--- config.mk ---
export PLATFORM = sky130hd
export DESIGN_NAME = dmem_port_arbiter
export DESIGN_NICKNAME = d
export VERILOG_FILES = /design/src/rtl/mips_mem_pkg.sv /design/src/rtl/dmem_port_mux.sv /design/src/rtl/dmem_port_arbiter.sv
export SDC_FILE = /design/constraint.sdc
export NUM_CORES = 1
export LEC_CHECK = 0
export BUFFER_PORTS_ARGS = -buffer_cell sky130_fd_sc_hd__buf_2
export CORE_AREA = 2 2 116 118
export CTS_CLUSTER_DIAMETER = 120
export DETAILED_ROUTE_END_ITERATION = 7
export DIE_AREA = 0 0 118 120
export HOLD_SLACK_MARGIN = 0.12
export PLACE_DENSITY_LB_ADDON = 0.05
export SETUP_SLACK_MARGIN = 0.5
export SYNTH_ARGS = -nofsm -noshare
export SYNTH_HDL_FRONTEND = slang
export SYNTH_SLANG_ARGS = --single-unit
--- constraint.sdc ---
create_clock -name CLK -period 2 [get_ports CLK]
set_clock_uncertainty 0.2 [all_clocks]
set_input_delay 0.1 -clock CLK [delete_from_list [all_inputs] [get_ports CLK]]
set_output_delay 0.1 -clock CLK [all_outputs]
set_load 0.02 [all_outputs]
--- src/rtl/mips_mem_pkg.sv ---
// Shared types and defaults for the data-memory port arbiter.
//   arb_state_t : arbiter FSM states
//   port_sel_t  : which requester currently owns the memory port
package mips_mem_pkg;

   localparam int unsigned DEF_ADDR_W    = 32;
   localparam int unsigned DEF_DATA_W    = 32;
   localparam int unsigned DEF_MAX_WAIT  = 4;
   localparam int unsigned DEF_BURST_LEN = 2;

   typedef enum logic [1:0] {
      NORM    = 2'd0,
      FORCE_D = 2'd1,
      COOL    = 2'd2
   } arb_state_t;

   typedef enum logic {
      SEL_P = 1'b0,
      SEL_D = 1'b1
   } port_sel_t;

endpackage

--- src/rtl/dmem_port_mux.sv ---
// Owner mux for the single memory port (purely combinational).
//   sel          : current owner (SEL_P / SEL_D)
//   p_* / d_*    : request, write enable, address, write data of each port
//   we/addr/wd   : selected memory command; we is qualified by the owner's request
module dmem_port_mux
   import mips_mem_pkg::*;
#(
   parameter int unsigned ADDR_W = DEF_ADDR_W,
   parameter int unsigned DATA_W = DEF_DATA_W
) (
   input  port_sel_t          sel,
   input  logic               p_req,
   input  logic               p_we,
   input  logic [ADDR_W-1:0]  p_addr,
   input  logic [DATA_W-1:0]  p_wd,
   input  logic               d_req,
   input  logic               d_we,
   input  logic [ADDR_W-1:0]  d_addr,
   input  logic [DATA_W-1:0]  d_wd,
   output logic               we,
   output logic [ADDR_W-1:0]  addr,
   output logic [DATA_W-1:0]  wd
);

   // P is the default owner, so an idle port presents p_addr with no write
   always_comb begin
      we   = p_we & p_req;
      addr = p_addr;
      wd   = p_wd;
      if (sel == SEL_D) begin
         we   = d_we & d_req;
         addr = d_addr;
         wd   = d_wd;
      end
   end

endmodule

--- src/rtl/dmem_port_arbiter.sv ---
// Arbitrates the data memory between the MEM stage (P, priority) and a
// debug/loader port (D) that gets a forced burst after MAX_WAIT refusals.
//   CLK, Reset             : clock, async active-high reset
//   p_req/p_we/p_addr/p_wd : MEM-stage access; p_rd read data, p_stall hold request
//   d_req/d_we/d_addr/d_wd : debug access; d_gnt grant, d_rd/d_rvalid read return
//   mem_we/mem_addr/mem_wd : memory command; mem_rd combinational read data
module dmem_port_arbiter
   import mips_mem_pkg::*;
#(
   parameter int unsigned ADDR_W    = DEF_ADDR_W,
   parameter int unsigned DATA_W    = DEF_DATA_W,
   parameter int unsigned MAX_WAIT  = DEF_MAX_WAIT,
   parameter int unsigned BURST_LEN = DEF_BURST_LEN
) (
   input  logic               CLK,
   input  logic               Reset,
   input  logic               p_req,
   input  logic               p_we,
   input  logic [ADDR_W-1:0]  p_addr,
   input  logic [DATA_W-1:0]  p_wd,
   output logic [DATA_W-1:0]  p_rd,
   output logic               p_stall,
   input  logic               d_req,
   input  logic               d_we,
   input  logic [ADDR_W-1:0]  d_addr,
   input  logic [DATA_W-1:0]  d_wd,
   output logic               d_gnt,
   output logic [DATA_W-1:0]  d_rd,
   output logic               d_rvalid,
   output logic               mem_we,
   output logic [ADDR_W-1:0]  mem_addr,
   output logic [DATA_W-1:0]  mem_wd,
   input  logic [DATA_W-1:0]  mem_rd
);

   localparam int unsigned WAIT_W  = $clog2(MAX_WAIT + 1);
   localparam int unsigned BURST_W = $clog2(BURST_LEN + 1);

   arb_state_t           state, state_nxt;
   logic [WAIT_W-1:0]    wait_cnt, wait_nxt;
   logic [BURST_W-1:0]   burst_cnt, burst_nxt;
   port_sel_t            sel;
   logic                 mux_we;

   // State register, counters and the registered D read return
   always_ff @(posedge CLK or posedge Reset) begin
      if (Reset) begin
         state     <= NORM;
         wait_cnt  <= '0;
         burst_cnt <= '0;
         d_rd      <= '0;
         d_rvalid  <= 1'b0;
      end else begin
         state     <= state_nxt;
         wait_cnt  <= wait_nxt;
         burst_cnt <= burst_nxt;
         d_rvalid  <= d_gnt & ~d_we;
         if (d_gnt && !d_we) begin
            d_rd <= mem_rd;
         end
      end
   end

   // Next state and counter updates
   always_comb begin
      state_nxt = state;
      wait_nxt  = wait_cnt;
      burst_nxt = burst_cnt;
      unique case (state)
         NORM: begin
            if (!d_req || sel == SEL_D) begin
               wait_nxt = '0;
            end else if (wait_cnt == WAIT_W'(MAX_WAIT - 1)) begin
               // this refusal is the MAX_WAIT-th in a row
               state_nxt = FORCE_D;
               wait_nxt  = '0;
            end else begin
               wait_nxt = WAIT_W'(wait_cnt + 1'b1);
            end
         end
         FORCE_D: begin
            wait_nxt = '0;
            if (!d_req || burst_cnt == BURST_W'(BURST_LEN - 1)) begin
               state_nxt = COOL;
               burst_nxt = '0;
            end else begin
               burst_nxt = BURST_W'(burst_cnt + 1'b1);
            end
         end
         COOL: begin
            state_nxt = NORM;
            if (!d_req) begin
               wait_nxt = '0;
            end
         end
         default: begin
            state_nxt = NORM;
            wait_nxt  = '0;
            burst_nxt = '0;
         end
      endcase
   end

   // Owner selection and grant/stall outputs; all gated off while in reset
   always_comb begin
      sel = SEL_P;
      unique case (state)
         NORM:    if (d_req && !p_req) sel = SEL_D;
         FORCE_D: if (d_req)           sel = SEL_D;
         default: sel = SEL_P;
      endcase
      d_gnt   = (sel == SEL_D) & ~Reset;
      p_stall = p_req & (sel == SEL_D) & ~Reset;
      mem_we  = mux_we & ~Reset;
   end

   assign p_rd = mem_rd;

   dmem_port_mux #(
      .ADDR_W (ADDR_W),
      .DATA_W (DATA_W)
   ) u_mux (
      .sel    (sel),
      .p_req  (p_req),
      .p_we   (p_we),
      .p_addr (p_addr),
      .p_wd   (p_wd),
      .d_req  (d_req),
      .d_we   (d_we),
      .d_addr (d_addr),
      .d_wd   (d_wd),
      .we     (mux_we),
      .addr   (mem_addr),
      .wd     (mem_wd)
   );

endmodule

# After elaboration in Yosys (flattened, before gate mapping)
# Index checks and enable logic that the tools add are counted.
op_classes:
  add_sub_neg: 2
  eq_ne: 8
  n_mux: 16
  bitwise: 9
  reduce_logical: 10
ops:
  columns: ["operator", "count"]
  rows:
  - ["$mux 32", 2]
  - ["$mux 3", 3]
  - ["$mux 2", 4]
  - ["$ne 2x2->1 const B", 4]
  - ["$pmux 2 s2", 2]
  - ["$and 1x1->1", 7]
  - ["$pmux 3 s2", 1]
  - ["$eq 2x1->1 const B", 2]
  - ["$add 3x1->3 const B", 1]
  - ["$eq 3x2->1 const B", 1]
  - ["$logic_not 1->1", 3]
  - ["$mux 1", 3]
  - ["$reduce_and 3->1", 1]
  - ["$add 2x1->2 const B", 1]
  - ["$eq 2x2->1 const B", 1]
  - ["$logic_and 1x1->1", 2]
  - ["$logic_not 2->1", 1]
  - ["$logic_or 1x1->1", 2]
  - ["$not 1->1", 2]
  - ["$pmux 1 s2", 1]
  - ["$reduce_or 2->1", 1]
totals:
  ff_bits: 40
  input_bits: 166
  output_inout_bits: 132
  word_cells: 50

# Depth between registers and ports, before layout
depth:
  depth_word: 7
  depth_mapped: 5
  mapped_depth_nobuf: 5

# Cells and area by module
# Synthesis repeated with hierarchy kept, for this count alone.
unflattened:
  cells_unflattened: 217
  area_unflattened_um2: 2939.1
by_module_without_submodules:
  columns: ["module", "n_inst", "cells_each", "area_each_um2", "seq_area_each_um2"]
  rows:
  - ["dmem_port_arbiter", 1, 143, 1995.7, 1001.0]
  - ["dmem_port_mux", 1, 74, 943.4, 0.0]

# Least setup slack after synthesis
# OpenSTA, ideal clock, no wires.
synth_timing:
  kind: "flip-flop to output port"
  startpoint: "register state[1]"
  endpoint: "output p_stall"
  t_arrival_ns: 1.472
  required_ns: 1.700
  path_slack_ns: 0.228
  stages_incl_launch_ff: 6
  path_buffers: 2
  path_cell_list: "dfrtp_1 -> nor2b_4 -> nand2_2 -> buf_6 -> buf_6 -> nor3b_1"
synth_between:
  elab_chain_cells: 4
  word_cells_on_any_way: 5
  cone_classes: "eq/ne: 1; mux: 1; bitwise: 2; reduce/logical: 1"
synth_lines:
  columns: ["element", "line", "source"]
  rows:
  - ["start, declared", "dmem_port_arbiter.sv:39", "arb_state_t state, state_nxt;"]
  - ["start signal, assigned", "dmem_port_arbiter.sv:54", "state <= state_nxt;"]
  - ["$eq 2x1->1 or $logic_not 2->1 (tied branches)", "dmem_port_arbiter.sv:107", "unique case (state)"]
  - ["$pmux 1 s2 (*)", "dmem_port_arbiter.sv:107", null]
  - ["$and 1x1->1 (*) (2 in a row)", "dmem_port_arbiter.sv:113", "p_stall = p_req & (sel == SEL_D) & ~Reset;"]
  - ["end, declared", "dmem_port_arbiter.sv:22", "output logic p_stall,"]
# Every way passes the cells marked *; elsewhere a longest branch is shown, timed or not.

# Worst setup path after layout
layout_timing:
  startpoint: "register state[1]"
  endpoint: "output mem_addr[23]"
layout_between:
  elab_chain_cells: 3
  word_cells_on_any_way: 4
  cone_classes: "eq/ne: 1; mux: 2; reduce/logical: 1"
layout_lines:
  columns: ["element", "line", "source"]
  rows:
  - ["$eq 2x1->1 or $logic_not 2->1 (tied branches)", "dmem_port_arbiter.sv:107", null]
  - ["$pmux 1 s2 (*)", "dmem_port_arbiter.sv:107", null]
  - ["$mux 32 (*)", "dmem_port_mux.sv:30", "if (sel == SEL_D) begin"]
  - ["end, declared", "dmem_port_arbiter.sv:31", "output logic [ADDR_W-1:0] mem_addr,"]
# Marks and branches as above.

==> run_results.csv <==
group,metric,value,unit
run_status,status,"complete, no violations",
routing,met2_length,6040,um
floorplan,start_util,0.213,
global_route,antenna_found_initial,0,
logic_synthesis,synth-simple-area-share,0.0393,
critical_path,cp_slowest_cell,"dfrtp_2",
routing,drtPass1Iterations,3,
logic_synthesis,synth_mux_area_frac,0.446,
placement,gp_congestion,0.725,
routing,highest_layer,"met4",
finish,drive_gt1_frac,0.809,
logic_synthesis,synth-seq-area-share,0.361,
clock_network,clkTransAtPathRegs,50,ps
critical_path,crit_arrival,1680,ps
critical_path,cp_num_cells,6,
critical_path,r2r_slack,240,ps
power_and_ir_drop,netSwitchingFraction,0.337,
timing,max-slew-margin-rel,0.724,
clock_network,cts_root_buf,"clkbuf_16",
clock_network,clk-insertion-delay-late,280,ps
job,drv_cap,0,
logic_synthesis,synthCells,214,
logic_synthesis,synth_top_family_by_area,"multiplexers",
critical_path,path_max_fanout,7,
power_and_ir_drop,p_seq_frac,0.321,
floorplan,dieArea,14200,um2
floorplan,dieHeight,120,um
global_route,grt_pass1_wl,15800,um
routing,ant_nets,0,
routing,via_per_inst,4.02,
routing,wl_per_cell,15.1,um
critical_path,worst_path_dominant_cell_family,"flip-flops",
timing,rsz0062_at_grt,"true",
placement,portBuffers,297,
routing,drtIter0Drc,41,
critical_path,crit_required,1700,ps
finish,final_common_cell,"buf_2",
routing,wl,10700,um
critical_path,worstPathCellList,"nor2b_4 -> nand2_8 -> buf_8 -> buf_6 -> mux2_4 -> buf_6",
global_route,grt_pass1_vias,2902,
floorplan,die_width,118,um
placement,placed_cell_area,4280,um2
timing,period_share,0.989,
finish,nets,700,
logic_synthesis,yosys_warnings,0,
clock_network,htreeDepth,2,
power_and_ir_drop,p_leak,2.85,nW
timing,worst_pin_slew,413,ps
power_and_ir_drop,p_sw,1.09,mW
routing,drt-met1-wl,3830,um
critical_path,crit_start,"state[1]",
clock_network,cts_buffer_depth,2,
critical_path,slowest_delay,420,ps
timing,slew_viol_final,0,
timing,fmax,505,MHz
power_and_ir_drop,cellPowerDensity,614,nW/um2
finish,fin_util,0.404,
clock_network,cts_tree,"done",
global_route,grt.overflow.total,0,
routing,dr_wl_met3,758,um
clock_network,cts_made_buffers,5,
routing,num_vias,2850,
power_and_ir_drop,peakVddDrop,0.366,mV
critical_path,r2r_end,"d_rd[25]",
power_and_ir_drop,internal_power,2.13,mW
logic_synthesis,syn-cell-area,2770,um2
placement,dp_hpwl,7970,um
logic_synthesis,synth-seq-cells,40,
floorplan,rows,42,
timing,finalCriticalPeriod,1980,ps
critical_path,crit_buf_inv,3,
finish,final_cells,709,
hold_path,hold_class,"in -> reg",
logic_synthesis,synth-xor-area-share,0,
critical_path,crit_path_end,"mem_addr[23]",
logic_synthesis,ys_types,23,
clock_network,ctsHoldBuffers,35,
finish,final_cell_area,5240,um2
critical_path,cp_common_cell,"buf_6",
power_and_ir_drop,clkPwrFrac,0.241,
finish,diodes,0,
critical_path,path_class,"reg -> out",
global_route,grt.total_usage,0.142,
critical_path,rr_worst_depth,6,
timing,setup_viol,0,
routing,drc,0,
global_route,grt_max_degree,33,
finish,layout_common_cells,"buf_2, mux2_2, mux2_4",
floorplan,num_io_pins,298,
logic_synthesis,synth_fa_ha_area_frac,0.00903,
critical_path,end_kind,"primary output",
placement,place_inst,652,
logic_synthesis,synth_compound_area_frac,0.0203,
logic_synthesis,synth_nets,382,
logic_synthesis,syn_avg_cell_area,12.9,um2
floorplan,coreArea,13000,um2
finish,syn_to_final_growth,89.3,%
critical_path,start_kind,"flip-flop",
timing,finalHoldViolations,0,
critical_path,worstReg2RegStart,"state[1]",
clock_network,clkSinkCount,40,
power_and_ir_drop,comb_power_share,0.438,
==> kinds of logic (layout without fill, tap and decap cells) <==
| logic type | Yosys count | after routing |
|---|---|---|
| AO/OA/AOI/OAI | 9 | 9 |
| adder cells (fa/ha/maj) | 2 | 2 |
| buffers and inverters | 48 | 367 |
| flip-flops | 40 | 40 |
| multiplexers | 97 | 97 |
| AND/OR/NAND/NOR | 18 | 18 |
==> per-stage QoR <==
stage               setup TNS (ps)  worst slack, ps  power, mW  hold WS, ps
finish                           0             21.3       3.22          107
global route                  -201            -35.8       3.40          125
CTS                              0             4.45       3.19         97.0
detailed placement               0              193       2.29        -12.2
global placement                 0              211       2.28        -21.7
floorplan                        0              429       1.83        -14.6
==> synthesized netlist by cell type <==
library cell	count	area, um2
a21oi_1	5	25.0
buf_6	5	56.3
or3_1	1	6.26
nor3b_1	2	15.0
o32ai_1	1	8.76
nand2_2	1	6.26
nand3_2	1	10.0
o211ai_1	2	15.0
buf_4	32	240
buf_2	5	25.0
nor2b_4	1	13.8
nand3_1	1	5.00
mux2_2	59	664
nand2b_2	1	8.76
nand2b_1	1	6.26
nor2_1	4	15.0
inv_1	6	22.5
ha_1	2	25.0
dfrtp_1	40	1000
mux2_4	38	571
a211oi_1	1	7.51
nand3b_1	1	7.51
nand2_1	4	15.0
==> worst register-to-register path: stages (launching register included) <==
cell and delay [ps]:
dfrtp_2 420, nor2b_4 190, buf_4 160, nand3_4 110, buf_4 170, buf_12 140, mux2_2 270
==> power by group through the flow <==
stage	Combinational (mW)	Clock, mW	Sequential, mW
after detailed placement	1.24	0	1.04
after global placement	1.25	0	1.04
final	1.41	0.777	1.03
after floorplan	0.606	0	1.23
after global routing	1.50	0.852	1.05
after CTS	1.35	0.803	1.03
==> final cells by class <==
class	count	area, um2
clock buffers	7	133
inverters	6	22.5
clock inverters	1	8.76
repair buffers	353	2350
multi-input cells	126	1510
fillers	1277	7740
flip-flops and latches	40	1000
well taps	176	220
==> worst min path at each step <==
stage	start	endpoint	slack, ps	depth (start not counted)
detailed placement	Reset	burst_cnt[0]	-10	2
finish	p_req	state[0]	110	4
floorplan	d_req	state[1]	-10	1
CTS	p_req	state[0]	100	4
global route	p_req	state[0]	120	4
global placement	Reset	d_rd[29]	-20	2
==> sequential cells by signal, indices dropped and copies added (netlist names) <==
| register | cells |
|---|---|
| state | 2 |
| d_rvalid | 1 |
| d_rd | 32 |
| burst_cnt | 2 |
| wait_cnt | 3 |
==> per-layer routing <==
layer	GRT usage	up-vias
met1	0.151	1348
met2	0.278	138
met5	0	-
li1	-	1360
met3	0.0380	4
met4	0.0279	0
==> what timing repair did <==
item,CTS,global route
gates resized for setup,28,58
pin swaps,3,4
cloned,4,0
setup endpoints to repair,99,102
setup buffers,10,0
hold endpoints to repair,78,1
Note: power is estimated with default switching activity, not from simulation.
